## src/rtl/if_fetch_queue_if.sv

```systemverilog
// Fetch-stage bus bundle: ICache request/response channel plus the fetch-to-decode queue head.
interface if_fetch_queue_if;
    logic        inst_valid;
    logic [31:0] inst_addr;
    logic        inst_addr_ok;
    logic        inst_data_ok;
    logic [31:0] inst_rdata;
    logic        fd_valid;
    logic        fd_ready;
    logic [31:0] fd_pc;
    logic [31:0] fd_inst;
    logic        fd_ex;
    logic [4:0]  fd_excode;

    // Fetch stage side: issues cache requests, presents the queue head to ID
    modport master (
        output inst_valid, inst_addr,
        input  inst_addr_ok, inst_data_ok, inst_rdata,
        output fd_valid, fd_pc, fd_inst, fd_ex, fd_excode,
        input  fd_ready
    );

    // Environment side: ICache and ID stage
    modport slave (
        input  inst_valid, inst_addr,
        output inst_addr_ok, inst_data_ok, inst_rdata,
        input  fd_valid, fd_pc, fd_inst, fd_ex, fd_excode,
        output fd_ready
    );
endinterface

```

## src/rtl/if_fetch_queue.sv

```systemverilog
// MIPS fetch stage: pre-IF PC generator, pipelined ICache requests with in-order
// responses, and an instruction queue feeding ID over a valid/ready handshake.
module if_fetch_queue #(
    parameter logic [31:0] RESET_PC   = 32'hbfc00000,
    parameter logic [31:0] EXC_VEC    = 32'hbfc00380,
    parameter int unsigned IBUF_DEPTH = 4,
    parameter int unsigned MAX_OUTST  = 2
) (
    input  logic             clk,
    input  logic             reset,
    input  logic             i_exc_flush,
    input  logic             i_eret,
    input  logic [31:0]      i_cp0_epc,
    input  logic             i_br_redirect,
    input  logic [31:0]      i_br_target,
    if_fetch_queue_if.master bus
);

    localparam int unsigned QW = $clog2(IBUF_DEPTH);
    localparam int unsigned CW = $clog2(IBUF_DEPTH + 1);
    localparam int unsigned OW = $clog2(MAX_OUTST + 1);
    localparam int unsigned TW = (MAX_OUTST > 1) ? $clog2(MAX_OUTST) : 1;

    typedef struct packed {
        logic [31:0] pc;
        logic [31:0] inst;
        logic        ex;
    } fq_entry_t;

    logic [31:0] r_pc;
    logic        r_halt;
    logic [OW-1:0] r_outst_cnt;
    logic [OW-1:0] r_cancel_cnt;
    logic [31:0] r_tag [MAX_OUTST];
    logic [TW-1:0] r_tag_wptr;
    logic [TW-1:0] r_tag_rptr;
    fq_entry_t   r_q [IBUF_DEPTH];
    logic [QW-1:0] r_q_wptr;
    logic [QW-1:0] r_q_rptr;
    logic [CW-1:0] r_q_count;

    logic        w_redirect;
    logic [31:0] w_target;
    logic        w_req;
    logic        w_acc;
    logic        w_rsp;
    logic        w_rsp_push;
    logic        w_mis_push;
    logic        w_push;
    logic        w_pop;
    fq_entry_t   w_push_entry;
    fq_entry_t   w_head;
    logic [TW-1:0] w_tag_wptr_nxt;
    logic [TW-1:0] w_tag_rptr_nxt;

    // Redirect selection, request credit, response/exception push and queue head decode
    always_comb begin
        w_redirect = i_eret | i_exc_flush | i_br_redirect;
        w_target   = i_br_target;
        if (i_exc_flush) w_target = EXC_VEC;
        if (i_eret)      w_target = i_cp0_epc;

        // Credit term reserves a queue slot for every in-flight response
        w_req = !reset && !w_redirect && !r_halt && (r_pc[1:0] == 2'b00)
                && (32'(r_outst_cnt) < MAX_OUTST)
                && ((32'(r_q_count) + 32'(r_outst_cnt)) < IBUF_DEPTH);
        w_acc = w_req && bus.inst_addr_ok;
        w_rsp = bus.inst_data_ok;

        w_rsp_push = w_rsp && (r_cancel_cnt == '0) && !w_redirect;
        w_mis_push = !reset && !r_halt && !w_redirect && (r_pc[1:0] != 2'b00)
                     && (r_outst_cnt == '0) && (r_cancel_cnt == '0)
                     && (r_q_count < CW'(IBUF_DEPTH));
        w_push = w_rsp_push || w_mis_push;
        w_pop  = (r_q_count != '0) && bus.fd_ready;

        w_push_entry = '{pc: r_tag[r_tag_rptr], inst: bus.inst_rdata, ex: 1'b0};
        if (w_mis_push) w_push_entry = '{pc: r_pc, inst: 32'h0, ex: 1'b1};

        w_head = r_q[r_q_rptr];

        w_tag_wptr_nxt = (32'(r_tag_wptr) == MAX_OUTST - 32'd1) ? '0 : r_tag_wptr + TW'(1);
        w_tag_rptr_nxt = (32'(r_tag_rptr) == MAX_OUTST - 32'd1) ? '0 : r_tag_rptr + TW'(1);
    end

    assign bus.inst_valid = w_req;
    assign bus.inst_addr  = r_pc;
    assign bus.fd_valid   = (r_q_count != '0);
    assign bus.fd_pc      = w_head.pc;
    assign bus.fd_inst    = w_head.inst;
    assign bus.fd_ex      = w_head.ex;
    assign bus.fd_excode  = w_head.ex ? 5'h04 : 5'h1f;

    // PC advance and misaligned-fetch halt
    always_ff @(posedge clk) begin
        if (reset) begin
            r_pc   <= RESET_PC;
            r_halt <= 1'b0;
        end else if (w_redirect) begin
            r_pc   <= w_target;
            r_halt <= 1'b0;
        end else begin
            if (w_acc)      r_pc   <= r_pc + 32'd4;
            if (w_mis_push) r_halt <= 1'b1;
        end
    end

    // Outstanding/cancel accounting and PC tag FIFO pointers
    always_ff @(posedge clk) begin
        if (reset) begin
            r_outst_cnt  <= '0;
            r_cancel_cnt <= '0;
            r_tag_wptr   <= '0;
            r_tag_rptr   <= '0;
        end else begin
            r_outst_cnt <= r_outst_cnt + OW'(w_acc) - OW'(w_rsp);
            if (w_redirect)
                r_cancel_cnt <= r_outst_cnt - OW'(w_rsp);
            else if (w_rsp && (r_cancel_cnt != '0))
                r_cancel_cnt <= r_cancel_cnt - OW'(1);
            if (w_acc) r_tag_wptr <= w_tag_wptr_nxt;
            if (w_rsp) r_tag_rptr <= w_tag_rptr_nxt;
        end
    end

    // PC tag storage for accepted requests
    always_ff @(posedge clk) begin
        if (w_acc) r_tag[r_tag_wptr] <= r_pc;
    end

    // Queue pointers and occupancy; redirect drops every queued entry
    always_ff @(posedge clk) begin
        if (reset || w_redirect) begin
            r_q_wptr  <= '0;
            r_q_rptr  <= '0;
            r_q_count <= '0;
        end else begin
            if (w_push) r_q_wptr <= r_q_wptr + QW'(1);
            if (w_pop)  r_q_rptr <= r_q_rptr + QW'(1);
            r_q_count <= r_q_count + CW'(w_push) - CW'(w_pop);
        end
    end

    // Queue entry storage
    always_ff @(posedge clk) begin
        if (w_push) r_q[r_q_wptr] <= w_push_entry;
    end

    // A response with nothing outstanding means the cache protocol was broken
    a_no_orphan_rsp: assert property (@(posedge clk) disable iff (reset)
        !(bus.inst_data_ok && (r_outst_cnt == '0)));

endmodule

```

## src/flat_wrapper.sv

```systemverilog
// flat-port wrapper written by rule: the top's interface ports become plain ports
module if_fetch_queue_flat 
#(
    parameter logic [31:0] RESET_PC   = 32'hbfc00000,
    parameter logic [31:0] EXC_VEC    = 32'hbfc00380,
    parameter int unsigned IBUF_DEPTH = 4,
    parameter int unsigned MAX_OUTST  = 2
)
  (clk, reset, i_exc_flush, i_eret, i_cp0_epc, i_br_redirect, i_br_target, bus_inst_valid, bus_inst_addr, bus_inst_addr_ok, bus_inst_data_ok, bus_inst_rdata, bus_fd_valid, bus_fd_pc, bus_fd_inst, bus_fd_ex, bus_fd_excode, bus_fd_ready);
  if_fetch_queue_if bus_i ();
  input  logic clk;
  input  logic reset;
  input  logic i_exc_flush;
  input  logic i_eret;
  input  logic [31:0] i_cp0_epc;
  input  logic i_br_redirect;
  input  logic [31:0] i_br_target;
  output wire logic [$bits(bus_i.inst_valid)-1:0] bus_inst_valid;
  output wire logic [$bits(bus_i.inst_addr)-1:0] bus_inst_addr;
  input wire logic [$bits(bus_i.inst_addr_ok)-1:0] bus_inst_addr_ok;
  input wire logic [$bits(bus_i.inst_data_ok)-1:0] bus_inst_data_ok;
  input wire logic [$bits(bus_i.inst_rdata)-1:0] bus_inst_rdata;
  output wire logic [$bits(bus_i.fd_valid)-1:0] bus_fd_valid;
  output wire logic [$bits(bus_i.fd_pc)-1:0] bus_fd_pc;
  output wire logic [$bits(bus_i.fd_inst)-1:0] bus_fd_inst;
  output wire logic [$bits(bus_i.fd_ex)-1:0] bus_fd_ex;
  output wire logic [$bits(bus_i.fd_excode)-1:0] bus_fd_excode;
  input wire logic [$bits(bus_i.fd_ready)-1:0] bus_fd_ready;
  assign bus_inst_valid = bus_i.inst_valid;
  assign bus_inst_addr = bus_i.inst_addr;
  assign bus_i.inst_addr_ok = bus_inst_addr_ok;
  assign bus_i.inst_data_ok = bus_inst_data_ok;
  assign bus_i.inst_rdata = bus_inst_rdata;
  assign bus_fd_valid = bus_i.fd_valid;
  assign bus_fd_pc = bus_i.fd_pc;
  assign bus_fd_inst = bus_i.fd_inst;
  assign bus_fd_ex = bus_i.fd_ex;
  assign bus_fd_excode = bus_i.fd_excode;
  assign bus_i.fd_ready = bus_fd_ready;
  if_fetch_queue #(.RESET_PC(RESET_PC), .EXC_VEC(EXC_VEC), .IBUF_DEPTH(IBUF_DEPTH), .MAX_OUTST(MAX_OUTST)) u_core (.clk(clk), .reset(reset), .i_exc_flush(i_exc_flush), .i_eret(i_eret), .i_cp0_epc(i_cp0_epc), .i_br_redirect(i_br_redirect), .i_br_target(i_br_target), .bus(bus_i));
endmodule
```

## config.mk

```make
export PLATFORM = sky130hd
export DESIGN_NAME = if_fetch_queue_flat
export DESIGN_NICKNAME = d
export VERILOG_FILES = /design/src/rtl/if_fetch_queue_if.sv /design/src/rtl/if_fetch_queue.sv /design/src/flat_wrapper.sv
export SDC_FILE = /design/constraint.sdc
export NUM_CORES = 1
export LEC_CHECK = 0
export BUFFER_PORTS_ARGS = -buffer_cell sky130_fd_sc_hd__buf_2
export CAP_MARGIN = 15
export CORE_MARGIN = 4
export CORE_UTILIZATION = 35
export DETAILED_ROUTE_END_ITERATION = 7
export PLACE_DENSITY = 0.61
export SKIP_LAST_GASP = 1
export SLEW_MARGIN = 20
export SYNTH_ARGS = -nofsm -noshare
export SYNTH_HDL_FRONTEND = slang
export SYNTH_SLANG_ARGS = --single-unit
```

## constraint.sdc

```tcl
create_clock -name clk -period 5.45 [get_ports clk]
set_input_delay 1.09 -clock clk [delete_from_list [all_inputs] [get_ports clk]]
set_output_delay 1.09 -clock clk [all_outputs]
set_load 0.1 [all_outputs]
```

==> impl_metrics.csv, run 1 <==
group,metric,value,unit
worst_setup_path,worst_ep_required_time,4360,ps
detailed_routing,num_vias,9012,
synthesis,ys_types,63,
synthesis,ys_ff_latch,373,
worst_setup_path,critPathBufInv,2,
synthesis,synth_top_flop_cell,"edfxtp_1",
final_layout,num-nets-final,1281,
floorplan,io_pins,208,
worst_setup_path,arrival,2830,ps
clock_tree,htreeDepth,2,
worst_setup_path,critPathKind,"reg -> out",
run_status,outcome,"completed",
synthesis,synth_edf_count,324,
floorplan,die_x,217,um
synthesis,synth_top_area_share,0.635,
sta,worst_pin_slew,1070,ps
global_route,use_met2,0.257,
final_layout,layout.cells.non_filler,1778,
sta,fin_crit_sh,0.719,
sta,max_slew_margin,0.287,
synthesis,synth.avg_cell_area,15.9,sq um
floorplan,die_area,47200,sq um
worst_setup_path,path_max_fanout,37,
floorplan,die_y,217,um
clock_tree,cts.sinks,373,
sta,clock_skew,24.0,ps
global_route,overflow,0,
global_route,use_met1,0.215,
synthesis,ys_warn_count,0,
clock_tree,root_buffer,"clkbuf_16",
sta,fin_ws,1530,ps
synthesis,synth.area.top_cells,"edfxtp_1 63%, mux4_2 9.6%, dfxtp_1 6.4%, mux2i_1 2.2%, o21ai_0 1.8%",
clock_tree,cts_buffers,39,
synthesis,synth_top_family_by_area,"multiplexers",
clock_tree,post_cts_buffers,0,
pwr,internal_power,4.81,mW
pwr,switchingPower,1.49,mW
detailed_routing,wl_per_cell,21.1,um
final_layout,drive_above_1_share,0.298,
final_layout,num-fill-cells,3970,
run,max_cap_viol_count,0,
global_route,grt_pass1_vias,9089,
detailed_routing,drtPass1Iterations,5,
final_layout,antenna_cells,0,
synthesis,yosysTopAreaCell,"edfxtp_1",
placement,place_hpwl,23800,um
final_layout,areaGrowthSynthToFinish,19.3,%
pwr,p_seq_frac,0.511,
synthesis,synthSimpleGateAreaFrac,0.0742,
synthesis,yosys.area_share.xor_xnor,0.00972,
worst_setup_path,end_kind,"output pin",
sta,finalHoldViolCount,0,
detailed_routing,viasPerCell,5.07,
pwr,comb_power_share,0.079,
final_layout,final_core_util,0.423,
sta,finalSetupViolations,0,
floorplan,start_util,0.355,
pwr,clkPwrFrac,0.410,
synthesis,async_flop_share,0,
synthesis,synth_area,15300,sq um
detailed_routing,drc,0,
worst_setup_path,cp_slowest_stage_delay,860,ps
synthesis,yosysSeqAreaShare,0.699,
floorplan,core_region_area,43200,sq um
global_route,grt_max_degree,69,
detailed_routing,wirelength,37500,um
pwr,ir_drop,0.245,mV
global_route,met3_usage,0.0339,
synthesis,synth_mux_area_frac,0.118,
sta,finalCriticalPeriod,3920,ps
global_route,grt_busiest_layer,"met2",
sta,drv_slew,0,
sta,rsz0062_at_grt,"false",
worst_setup_path,cpLargestDelayFamily,"flip-flops",
synthesis,synth_fp_nets,1081,
worst_setup_path,path_cells,"buf_4 > mux4_2 > buf_2",
pwr,switching_share,0.236,
synthesis,synthAdderAreaFrac,0.0103,
pwr,power_density,345,nW/um^2
worst_hold_path,hp-class,"reg -> reg",
detailed_routing,ant_nets,0,
clock_tree,worstSkewPairLatency,530,ps
clock_tree,cts_resized,0,
synthesis,synthCells,965,
clock_tree,clock_path_buffers,3,
placement,gp_congestion,0.787,
synthesis,synth_compound_area_frac,0.0653,
floorplan,rows,76,
clock_tree,holdBufCountCts,0,
placement,dp_slack,1140,ps
detailed_routing,dr.first_iter.drc_count,849,
placement,io_buffers,206,
global_route,grt_pass1_wl,56200,um
clock_tree,cts_tree,"done",
worst_setup_path,critPathLaunchType,"flop",
sta,clock.fmax,0.255,GHz
placement,place_inst,1709,
global_route,track_usage,0.156,
pwr,power_leakage,6.15,nW
clock_tree,clk_pin_slew,60,ps
sta,finalSetupTns,0,ps
worst_setup_path,cp_slowest_cell,"dfxtp_4",
global_route,antenna_found_initial,1,
==> final cells by class <==
cell class                 instances  area [sq um]  area share
clock buffer                      47          1030      0.0561
clock inverter                    22           225      0.0123
inverter                          27           101     0.00555
multi-input combinational        506          4300       0.235
sequential                       373         10700       0.587
tap                              585           732      0.0401
timing repair buffer             218          1170      0.0641
==> final timing paths <==
kind / slack (ps) / to / from / depth (start not counted)
min reg2reg: 520 / u_core.r_tag_rptr / u_core.r_tag_rptr / 2
max: 1530 / bus_fd_pc[14] / flop / 3
max reg2reg: 2230 / u_core.r_q_count[2] / u_core.r_cancel_cnt[0] / 13
min: 520 / u_core.r_tag_rptr / u_core.r_tag_rptr / 2
==> cell usage in the layout, fill, tap and decap left out, drive strengths merged, types with 3 or more instances in the layout <==
master  instances
mux4           65
nor4            6
and4            4
and2           41
nand2b          3
clkinv         17
dfxtp          49
clkbuf         47
xor2            8
or3             3
a21oi          40
a311oi          3
xnor2           9
nor2b          12
nor2           37
nand2          56
o21ai          57
nand3          13
nand4          14
bufinv          4
a21o            3
a221oi          3
inv            28
mux2i          33
a211oi         21
nor3           11
o221ai          3
ha             11
o31ai           7
buf           218
edfxtp        324
nor4bb          3
a31oi           5
and3            7
==> worst min-delay path, cell delays in order, from the launching register on <==
cell and delay [ps]:
dfxtp_1 320, xnor2_1 80, nor2_1 70
==> flip-flops by register name, indices dropped and copies added (netlist names), named ones only <==
signal,count
u_core.r_outst_cnt,2
u_core.r_tag_rptr,1
u_core.r_q_rptr,2
u_core.r_tag_wptr,1
u_core.r_halt,1
u_core.r_tag,64
u_core.r_q_wptr,2
u_core.r_q,260
u_core.r_q_count,3
u_core.bus.inst_addr,32
u_core.r_cancel_cnt,2
==> synthesized netlist by cell type, types with 3 or more instances <==
cell,instances
a21oi_1,40
nor2b_1,12
nand4_1,14
inv_1,26
nor4bb_1,3
nor4_1,4
buf_1,8
nor2_1,37
a311oi_1,3
and3_1,7
nor3_1,11
edfxtp_1,324
mux2i_1,33
a221oi_1,3
and2_1,40
nand2b_1,3
and4_1,4
mux4_2,65
xnor2_1,9
nand2_1,56
a211oi_1,21
ha_1,11
o21ai_0,56
a21o_1,3
o31ai_1,7
buf_4,5
a31oi_1,4
buf_2,7
xor2_1,8
or3_1,3
nand3_1,13
clkbuf_1,38
dfxtp_1,49
o221ai_1,3
==> cell families after synthesis <==
| logic type | Yosys count |
|---|---|
| AOI/OAI and AO/OA | 161 |
| xor gates and xnor gates | 17 |
| adders and majority gates | 12 |
| buffers and inverters | 86 |
| DFF | 373 |
| muxes | 99 |
| other | 1 |
| and+or+nand+nor | 216 |
==> through the flow <==
stage | hold WS (ps) | power [mW] | instance area [sq um]
after global placement | 494 | 3.77 | 17000
after global routing | 556 | 6.54 | 18300
after CTS | 517 | 6.37 | 18300
after floorplan | 464 | 3.63 | 15300
after detailed placement | 504 | 3.78 | 17000
final | 516 | 6.30 | 18300
==> metal layers <==
| metal | vias up | part of all wire |
|---|---|---|
| met4 | 2 | 0.012 |
| li1 | 4178 | - |
| met5 | - | 0.00035 |
| met1 | 4493 | 0.44 |
| met2 | 301 | 0.48 |
| met3 | 38 | 0.069 |
==> power by group through the flow <==
| stage | Clock (mW) | Combinational, mW | Sequential, mW |
|---|---|---|---|
| 2_1_floorplan | 0 | 0.266 | 3.36 |
| 3_3_place_gp | 0 | 0.496 | 3.28 |
| 3_5_place_dp | 0 | 0.502 | 3.28 |
| 4_1_cts | 2.64 | 0.503 | 3.22 |
| 5_1_grt | 2.78 | 0.532 | 3.22 |
| 6_report | 2.58 | 0.498 | 3.22 |
(Power assumes the default switching activity.)
==> run 2: changes to the inputs <==
--- a/config.mk
+++ b/config.mk
@@ -10,7 +10,7 @@
 export CORE_MARGIN = 4
 export CORE_UTILIZATION = 35
 export DETAILED_ROUTE_END_ITERATION = 7
-export PLACE_DENSITY = 0.61
+export PLACE_DENSITY = 0.59
 export SKIP_LAST_GASP = 1
 export SLEW_MARGIN = 20
 export SYNTH_ARGS = -nofsm -noshare
==> constraint.sdc (replaced) <==
create_clock -name clk -period 3.89 [get_ports clk]
set_input_delay 0.778 -clock clk [delete_from_list [all_inputs] [get_ports clk]]
set_output_delay 0.778 -clock clk [all_outputs]
set_load 0.1 [all_outputs]
==> run 2 against run 1 <==
Effect of this change:
- clock-buffer cell count is 8 higher
- critical path depth stayed put
- combinational power is 43% higher
- global-route usage is 0.14 points higher
- core utilization is 0.19 points higher
- clock power is 40% higher
- wire length is 0.92% higher
- critical endpoint unchanged
==> impl_metrics.csv, run 2 (same netlist as run 1, synthesis figures left out) <==
group,metric,value,unit
pwr,ir_drop,0.236,mV
worst_setup_path,critPathKind,"reg -> out",
sta,finalSetupViolations,0,
global_route,track_usage,0.157,
sta,clock.fmax,0.303,GHz
global_route,grt_pass1_vias,9132,
pwr,power_leakage,6.21,nW
pwr,power_density,482,nW/um^2
clock_tree,clock_path_buffers,3,
placement,dpl_cell_area,17100,sq um
detailed_routing,wirelength,37900,um
final_layout,antenna_cells,0,
clock_tree,clk_pin_slew,60,ps
floorplan,start_util,0.355,
global_route,overflow,0,
final_layout,num-nets-final,1295,
worst_setup_path,arrival,2520,ps
detailed_routing,num_vias,9058,
pwr,clkPwrFrac,0.409,
placement,place_hpwl,25200,um
detailed_routing,dr.first_iter.drc_count,635,
sta,fin_crit_sh,0.849,
pwr,internal_power,6.77,mW
worst_hold_path,hp-class,"reg -> reg",
final_layout,final_core_util,0.425,
clock_tree,holdBufCountCts,0,
clock_tree,htreeDepth,2,
pwr,comb_power_share,0.081,
worst_setup_path,end_kind,"output pin",
clock_tree,cts_buffers,40,
clock_tree,cts_resized,0,
clock_tree,cts.sinks,373,
sta,max_slew_margin,0.319,
worst_setup_path,worst_ep_required_time,3110,ps
worst_hold_path,min_path_cells,2,
floorplan,die_y,217,um
final_layout,final_common_cell,"edfxtp_1",
sta,drv_slew,0,
final_layout,final_area,18400,sq um
run,max_cap_viol_count,0,
pwr,switching_share,0.235,
detailed_routing,drc,0,
final_layout,mostFrequentLayoutCells,"324 x edfxtp_1, 206 x buf_2, 65 x mux4_2",
placement,io_buffers,206,
sta,finalCriticalPeriod,3300,ps
clock_tree,worstSkewPairLatency,520,ps
clock_tree,root_buffer,"clkbuf_16",
global_route,grt_pass1_wl,56900,um
worst_setup_path,critPathLaunchType,"flop",
floorplan,core_region_area,43200,sq um
worst_setup_path,ff2ff_path_depth,13,
clock_tree,post_cts_buffers,0,
sta,clock_skew,14.4,ps
clock_tree,cts_tree,"done",
final_layout,areaGrowthSynthToFinish,19.8,%
detailed_routing,ant_nets,0,
global_route,antenna_found_initial,0,
sta,rsz0062_at_grt,"false",
worst_setup_path,path_max_fanout,24,
floorplan,die_area,47200,sq um
detailed_routing,viasPerCell,5.05,
detailed_routing,drtPass1Iterations,5,
pwr,finalPower,8.84,mW
final_layout,largest_reg_flops,260,
sta,finalHoldViolCount,0,
floorplan,die_x,217,um
pwr,p_seq_frac,0.510,
floorplan,rows,76,
placement,gp_congestion,0.843,
global_route,grt_max_degree,69,
final_layout,largest-register,"u_core.r_q",
floorplan,io_pins,208,
sta,worst_pin_slew,1020,ps
run_status,outcome,"completed",
detailed_routing,wl_per_cell,21.1,um
pwr,switchingPower,2.08,mW
final_layout,drive_above_1_share,0.303,
## run 2: changes by cell type in the layout (fill, tap and decap cells not counted), sizes merged
cell    before  now
clkinv      17   11
bufinv       4    3
clkbuf      47   55
buf        218  231
## run 2: metrics by stage
step	setup slack [ps]	hold WS, ps	TNS (ps)	std cells
4_1_cts	479	500	0	1792
6_report	587	514	0	1792
3_5_place_dp	566	502	0	1722
5_1_grt	399	518	0	1792
3_3_place_gp	552	498	0	1722
2_1_floorplan	-492	464	-127960	965
## run 2: cell type report
type,instances,area (sq um)
clock buffers,55,1100
clock inverters,15,151
fillers,3992,24800
inverters,27,101
multi-input cells,506,4300
flip-flops and latches,373,10700
well taps,585,732
repair buffers,231,1260
## run 2: critical path: stages (launching register included)
cell	delay [ps]
dfxtp_4	710
buf_12	300
mux4_2	630
buf_2	340
## run 2: final timing paths
check             slack [ps]                   to              startpoint
hold reg to reg          510        u_core.r_halt           u_core.r_halt
setup / recovery         590        bus_fd_pc[14]                    flop
hold / removal           510        u_core.r_halt           u_core.r_halt
setup reg to reg         920  u_core.r_q_count[2]  u_core.r_cancel_cnt[0]
## run 2: layer usage
metal | vias up | part of all wire | GRT usage
li1 | 4180 | - | -
met1 | 4487 | 0.45 | 0.228
met2 | 344 | 0.45 | 0.243
met3 | 47 | 0.074 | 0.0370
met4 | 0 | 0.019 | 0.0360
met5 | - | 0 | 0
## run 2: power by group through the flow
stage                     combinational, mW  sequential, mW  clock (mW)
after floorplan                       0.373            4.71           0
after global placement                0.709            4.59           0
after detailed placement              0.712            4.59           0
after CTS                             0.715            4.51        3.72
after global routing                  0.758            4.52        3.91
final                                 0.712            4.51        3.62
==> run 3: changes to the inputs <==
==> constraint.sdc (replaced) <==
create_clock -name clk -period 3.29 [get_ports clk]
set_input_delay 0.658 -clock clk [delete_from_list [all_inputs] [get_ports clk]]
set_output_delay 0.658 -clock clk [all_outputs]
set_load 0.1 [all_outputs]
==> run 3 against run 2 <==
Effect of this change:
- cell count grew 1.1%
- final area increased by 1.5%
- clock power rose by 19%
- clock skew up 10 ps
- clock-buffer cell count fell by 4
- die area did not move
- critical path depth increased by 1
- first-iteration DRC count shrank 5.8%
==> impl_metrics.csv, run 3 (same netlist as run 1, synthesis figures left out) <==
group,metric,value,unit
run_status,outcome,"completed",
detailed_routing,viasPerCell,5.06,
floorplan,die_y,217,um
detailed_routing,num_vias,9167,
clock_tree,clk_pin_slew,60,ps
clock_tree,cts_buffers,41,
placement,place_inst,1737,
sta,clock.fmax,0.330,GHz
worst_setup_path,end_kind,"output pin",
sta,finalSetupViolations,0,
final_layout,num-nets-final,1311,
sta,finalHoldViolCount,0,
sta,finalSetupTns,0,ps
floorplan,rows,76,
clock_tree,cts_resized,0,
worst_setup_path,arrival,2370,ps
detailed_routing,ant_nets,0,
global_route,grt_pass1_vias,9270,
final_layout,largest_reg_flops,260,
placement,dp_slack,186,ps
sta,fin_crit_sh,0.920,
global_route,grt_max_degree,69,
final_layout,antenna_cells,0,
final_layout,final_core_util,0.432,
final_layout,mostFrequentLayoutCells,"324 x edfxtp_1, 205 x buf_2, 65 x mux4_2",
worst_setup_path,critPathLaunchType,"flop",
sta,finalCriticalPeriod,3030,ps
worst_setup_path,critPathKind,"reg -> out",
detailed_routing,wirelength,38000,um
worst_setup_path,cp_slowest_cell,"mux4_2",
sta,clock_skew,24.5,ps
floorplan,start_util,0.355,
worst_setup_path,path_max_fanout,27,
floorplan,io_pins,208,
clock_tree,clock_path_buffers,3,
floorplan,die_x,217,um
clock_tree,worstSkewPairLatency,530,ps
detailed_routing,drtPass1Iterations,7,
placement,gp_congestion,0.771,
pwr,finalPower,10.5,mW
final_layout,final_area,18600,sq um
pwr,ir_drop,0.368,mV
final_layout,layout.cells.non_filler,1812,
placement,place_hpwl,25400,um
final_layout,areaGrowthSynthToFinish,21.6,%
floorplan,core_region_area,43200,sq um
clock_tree,holdBufCountCts,0,
clock_tree,post_cts_buffers,0,
pwr,power_leakage,6.33,nW
sta,fin_ws,262,ps
global_route,grt_pass1_wl,57400,um
sta,hold_ws,409,ps
run,max_cap_viol_count,0,
detailed_routing,dr.first_iter.drc_count,598,
floorplan,die_area,47200,sq um
placement,dpl_cell_area,17300,sq um
worst_setup_path,path_cells,"buf_12 > buf_4 > mux4_2 > buf_2",
clock_tree,cts.sinks,373,
clock_tree,root_buffer,"clkbuf_16",
final_layout,drive_above_1_share,0.317,
global_route,overflow,0,
worst_setup_path,cp_slowest_stage_delay,530,ps
worst_hold_path,hp-class,"in -> reg",
clock_tree,cts_tree,"done",
pwr,power_density,564,nW/um^2
clock_tree,htreeDepth,2,
sta,rsz0062_at_grt,"false",
worst_setup_path,worst_ep_required_time,2630,ps
placement,io_buffers,206,
sta,drv_slew,0,
final_layout,largest-register,"u_core.r_q",
detailed_routing,drc,0,
detailed_routing,wl_per_cell,21.0,um
sta,max_slew_margin,0.420,
sta,worst_pin_slew,863,ps
final_layout,final_common_cell,"edfxtp_1",
global_route,track_usage,0.158,
global_route,antenna_found_initial,0,
## run 3: path summary, 6_finish.rpt
path	slack, ps	start	depth (start not counted)	endpoint
hold / removal	410	i_cp0_epc[28]	3	u_core.bus.inst_addr[28]
setup / recovery	260	flop	4	bus_fd_pc[11]
hold reg to reg	510	u_core.r_halt	2	u_core.r_halt
setup reg to reg	370	u_core.r_cancel_cnt[0]	13	u_core.r_q_count[2]
## run 3: worst max-delay path, delay by kind of cell, from the launching register on
| family | cells | cell delay, ps |
|---|---|---|
| buf+inv | 3 | 800 |
| flops | 1 | 510 |
| mux | 1 | 530 |
## run 3: routing by layer
layer,up-vias,global-route usage,part of all wire
li1,4231,-,-
met1,4548,0.225,0.45
met2,348,0.252,0.46
met3,40,0.0342,0.068
met4,0,0.0337,0.014
met5,-,0,0
## run 3: area by class of cell
class / count / area, sq um
Clock buffer: 51 / 1090
Clock inverter: 24 / 190
Fill cell: 3919 / 24500
Inverter: 27 / 101
Multi-Input combinational cell: 506 / 4310
Sequential cell: 373 / 10700
Tap cell: 585 / 732
Timing Repair Buffer: 246 / 1480
## run 3: where the power goes
group	internal [mW]	leakage, nW	total, mW	switching (mW)
logic	0.232	2.39	0.876	0.645
clock network	2.53	0.635	4.32	1.79
registers	5.21	3.31	5.31	0.0983
